## config.mk

```make
export PLATFORM = sky130hd
export DESIGN_NAME = prog_ctr_unit
export DESIGN_NICKNAME = d
export VERILOG_FILES = /design/src/rtl/prog_ctr_unit.sv
export SDC_FILE = /design/constraint.sdc
export NUM_CORES = 1
export LEC_CHECK = 0
export CORE_MARGIN = 5
export CORE_UTILIZATION = 55
export CTS_BUF_LIST = sky130_fd_sc_hd__clkbuf_8
export CTS_CLUSTER_DIAMETER = 100
export DETAILED_ROUTE_END_ITERATION = 10
export DONT_BUFFER_PORTS = 1
export GPL_ROUTABILITY_DRIVEN = 0
export PLACE_DENSITY = 0.7
export SLEW_MARGIN = 20
export SYNTH_ARGS = -nofsm -noshare
export SYNTH_HDL_FRONTEND = slang
export SYNTH_SLANG_ARGS = --single-unit
```

## constraint.sdc

```tcl
create_clock -name clk -period 2.8 [get_ports clk]
set_input_delay 0.42 -clock clk [delete_from_list [all_inputs] [get_ports clk]]
set_output_delay 0.42 -clock clk [all_outputs]
set_load 0.02 [all_outputs]
```

## src/rtl/prog_ctr_unit.sv

```systemverilog
// Fetch-stage program counter with idle/run/done sequencing and a saturating
// retired-instruction counter.
module prog_ctr_unit #(
    parameter int unsigned D          = 12,
    parameter int unsigned START_ADDR = 0,
    parameter int unsigned OFF_W      = 8,
    parameter int unsigned CNT_W      = 16
) (
    input  logic             clk,
    input  logic             reset,
    input  logic             start,
    input  logic             stall,
    input  logic             halt,
    input  logic             abs_jump,
    input  logic             rel_branch,
    input  logic             branch_taken,
    input  logic [D-1:0]     target,
    input  logic [OFF_W-1:0] offset,
    output logic [D-1:0]     prog_ctr,
    output logic             fetch_valid,
    output logic             done,
    output logic [CNT_W-1:0] instr_count
);

    localparam logic [D-1:0] START_PC = D'(START_ADDR);

    // One-hot-ish encoding so the status outputs are plain state flops.
    typedef enum logic [1:0] {
        IDLE = 2'b00,
        RUN  = 2'b01,
        DONE = 2'b10
    } state_t;

    state_t           state;
    logic [D-1:0]     pc_q;
    logic [CNT_W-1:0] cnt_q;

    logic [D-1:0]     off_ext;
    logic [D-1:0]     next_pc;
    logic [CNT_W-1:0] cnt_inc;

    assign off_ext = D'($signed(offset));

    // Non-restart, non-halt, non-stall successor; absolute jump beats branch.
    always_comb begin
        next_pc = pc_q + D'(1);
        if (abs_jump) begin
            next_pc = target;
        end else if (rel_branch && branch_taken) begin
            next_pc = pc_q + off_ext;
        end
    end

    assign cnt_inc = (cnt_q == '1) ? cnt_q : cnt_q + CNT_W'(1);

    always_ff @(posedge clk or posedge reset) begin
        if (reset) begin
            state <= IDLE;
            pc_q  <= '0;
            cnt_q <= '0;
        end else begin
            case (state)
                RUN: begin
                    if (start) begin
                        pc_q  <= START_PC;
                        cnt_q <= '0;
                    end else if (halt) begin
                        state <= DONE;
                        cnt_q <= cnt_inc;
                    end else if (!stall) begin
                        pc_q  <= next_pc;
                        cnt_q <= cnt_inc;
                    end
                end
                IDLE, DONE: begin
                    if (start) begin
                        state <= RUN;
                        pc_q  <= START_PC;
                        cnt_q <= '0;
                    end
                end
                default: state <= IDLE;
            endcase
        end
    end

    assign prog_ctr    = pc_q;
    assign fetch_valid = state[0];
    assign done        = state[1];
    assign instr_count = cnt_q;

endmodule

```

==> metrics.csv <==
stage;metric;value;unit
floorplan;Die H;72.4;µm
placed_design;placed cell count;290;
sta;Max Fclk;424;MHz
global_route;All-Layer GR Usage;19.6;%
finish;Antenna Cells;0;
clock_network;# resized after CTS;0;
yosys;ys flop type;dfrtp_1;
finish;Final nets;286;
finish;fraction of layout cells with a size suffix above 1;9.20;%
clock_network;Worst-path clk slew;0.07;ns
placed_design;PortBufs;0;
critical_path;Worst Setup SP;prog_ctr[0];
yosys;synth top area cells;dfrtp_1, ha_1, nor2_1, nand2_1, nand3_1;
global_route;GR peak layer;met2;
pwr;total internal power;0.000793;W
pwr;Max VDD drop;0.000220;V
placed_design;DP Wirelength;3740;µm
critical_path;Critical Path RT;2.98;ns
detailed_routing;Wirelength per Cell;16.7;µm
yosys;post-synth top area share;35.0;%
run_status;outcome;complete, no violations;
floorplan;Initial Util;57.7;%
pwr;Power Dens Cells;502;mW/mm²
clock_network;clock sinks;30;
pwr;combinational power share;15.7;%
finish;Area Overhead vs Synth;6.54;%
sta;Worst slew margin;60.5;%
finish;Post-Layout Cell Count;298;
clock_network;H-tree levels;2;
global_route;routing usage on met3;6.65;%
pwr;Clock Power Share;38.1;%
floorplan;CORE AREA;0.00372;mm²
clock_network;setup repair bufs after CTS;0;
global_route;initial antenna violation count;0;
critical_path;CP arrival;2.54;ns
placed_design;pre-CTS WS;0.428;ns
yosys;Post-Synthesis Cells;249;
clock_network;Clock Latency Late Sink;0.28;ns
pwr;switching part of the total;30.7;%
critical_path;worst r2r src;prog_ctr[0];
yosys;Synth area leader;dfrtp_1;
detailed_routing;post-route ant nets;0;
yosys;Syn Area/Cell;8.61;µm²
clock_network;# hold bufs at CTS;0;
floorplan;die area;0.00525;mm²
yosys;Ys Warns;0;
sta;period utilization;84.3;%
critical_path;Setup Crit Path Kind;flop to flop;
sta;clock skew;0.00830;ns
detailed_routing;final wirelength;4980;µm
yosys;Seq/Total Area, Yosys;35.0;%
clock_network;buffers from clock root to sink, at most;2;
global_route;largest net degree at the start of global routing;21;
yosys;Post-synth EDFFs;0;
pwr;Reg power frac;46.2;%
sta;minimum clock period;2.36;ns
sta;Setup violations, final;0;
sta;worst slew pin tran;0.592;ns
global_route;vias in the first global route;1784;
sta;Hold Vio Cnt, Final;0;
placed_design;placed instance area;0.00217;mm²
global_route;total grt overflow;0;
yosys;synth unique cells;58;
floorplan;IO Pins;58;
floorplan;row cnt;22;
sta;Setup WS post-layout;0.440;ns
yosys;mapped cell area;0.00214;mm²
min_path;min-delay worst type;input port to asynchronous set/reset pin;
run;Maximum Capacitance Violations;0;
sta;Slew Viols, Final;0;
global_route;GR Util met1;25.5;%
detailed_routing;Vias/cell;6.20;
clock_network;CTS tree;yes;
clock_network;Num CTS Buffers;5;
yosys;asr flop ratio synth;100;%
floorplan;Die X-Extent;72.4;µm
sta;Final TNS setup;0;ns
sta;RSZ-0062 raised after global routing;no;
detailed_routing;DRT Pass-1 Iters;4;
detailed_routing;DRC violation count after routing;0;
global_route;first-pass GRT wire length;8310;µm
yosys;flops & latches, synth;30;
global_route;met2 Use GR;30.5;%
finish;design area;0.00228;mm²
critical_path;CP Capture Type;flop;
critical_path;CP Max Fanout;3;
pwr;NetSw;0.000352;W
yosys;syn_nets;286;
pwr;Leak;0.993;nW
clock_network;clk root buf;clkbuf_8;
critical_path;Worst setup SP type;flop;
detailed_routing;drt first-iter violations;119;
detailed_routing;DR vias;1847;
==> cell type report <==
type	instances	area [µm²]
clock buffer	5	68.8
sequential	30	751
fill	341	1430
inverter	14	52.6
multi-input combinational	194	1280
clock inverter	3	40.0
timing repair buffer	4	30.0
tap	48	60.1
==> state kept, by name, indices dropped and copies added, names as in the netlist <==
name / count
instr_count: 16
prog_ctr: 12
state: 2
==> stage by stage <==
stage	utilization, %	total power, W	hold slack (ns)
after detailed placement	58.5	0.000717	0.403
after CTS	61.4	0.00116	0.101
after floorplan	-	0.000682	0.511
final	61.4	0.00115	0.0851
after global placement	58.5	0.000715	0.423
after global routing	61.4	0.00120	0.141
==> cell usage after synthesis (2+ instances only) <==
| cell type | n |
|---|---|
| buf_2 | 2 |
| inv_1 | 13 |
| o21ai_1 | 8 |
| nor4_1 | 2 |
| a211oi_2 | 2 |
| and3_1 | 9 |
| nor3_1 | 8 |
| o2111ai_1 | 3 |
| mux2i_1 | 5 |
| nand2_1 | 21 |
| and3_4 | 2 |
| a31oi_1 | 3 |
| nor2_1 | 23 |
| o31ai_1 | 8 |
| a21oi_1 | 9 |
| dfrtp_1 | 30 |
| clkbuf_1 | 6 |
| nand2b_1 | 3 |
| mux2_2 | 2 |
| nand4_1 | 4 |
| and2_1 | 4 |
| nand3_1 | 13 |
| xor2_1 | 7 |
| a21o_1 | 3 |
| nor2b_1 | 3 |
| ha_1 | 8 |
| buf_4 | 2 |
| xnor2_1 | 5 |
| o21ai_0 | 8 |
| o21a_1 | 5 |
==> power groups by stage <==
| stage | logic, W | clock network (W) | registers, W |
|---|---|---|---|
| detailed placement | 0.000179 | 0 | 0.000538 |
| finish | 0.000180 | 0.000436 | 0.000530 |
| floorplan | 0.000161 | 0 | 0.000521 |
| global placement | 0.000177 | 0 | 0.000538 |
| CTS | 0.000180 | 0.000445 | 0.000530 |
| global route | 0.000204 | 0.000459 | 0.000536 |
==> cells by family (layout without fill, tap and decap cells) <==
logic type / Yosys count / count (layout) / share of synthesized area [%]
AOI/OAI and AO/OA: 66 / 66 / 21.5
adders and majority gates: 9 / 9 / 5.60
xor gates and xnor gates: 12 / 12 / 4.90
muxes: 7 / 7 / 3.39
buffers and inverters: 25 / 26 / 5.20
DFF: 30 / 30 / 35.0
and+or+nand+nor: 100 / 100 / 24.4
==> cell usage in the layout (no fill, tap or decap), types with 4 or more instances in the layout <==
cell type,n
a21oi_1,9
and2_1,4
and3_1,9
buf_4,4
clkbuf_8,5
dfrtp_1,30
ha_1,8
inv_1,13
mux2i_1,5
nand2_1,21
nand3_1,13
nand4_1,4
nor2_1,23
nor3_1,8
o21a_1,5
o21ai_0,8
o21ai_1,8
o31ai_1,8
xnor2_1,5
xor2_1,7
==> worst paths after layout <==
check                             endpoint  cells after the start  slack [ns]
setup / recovery               prog_ctr[8]                      9        0.44
hold / removal             instr_count[14]                      1        0.09
setup reg to reg               prog_ctr[8]                      9        0.44
hold reg to reg                prog_ctr[2]                      2        0.66
max in group asynchronous      prog_ctr[2]                      2        2.07
min in group clk                  state[1]                      1        0.19
==> worst max-delay path, cell delays in order (launching register included) <==
cell,delay (ns)
dfrtp_1,0.48
ha_1,0.25
inv_1,0.07
fa_1,0.37
nor2b_1,0.18
o31ai_1,0.13
a21oi_1,0.25
mux2i_1,0.28
o31ai_1,0.09
a21o_1,0.16
==> metal layers <==
layer / up-vias / part of all wire [%]
met3: 6 / 8.2
met2: 77 / 46
met1: 860 / 45
met4: 0 / 1.0
li1: 904 / -
met5: - / 0
(Power assumes the default switching activity.)
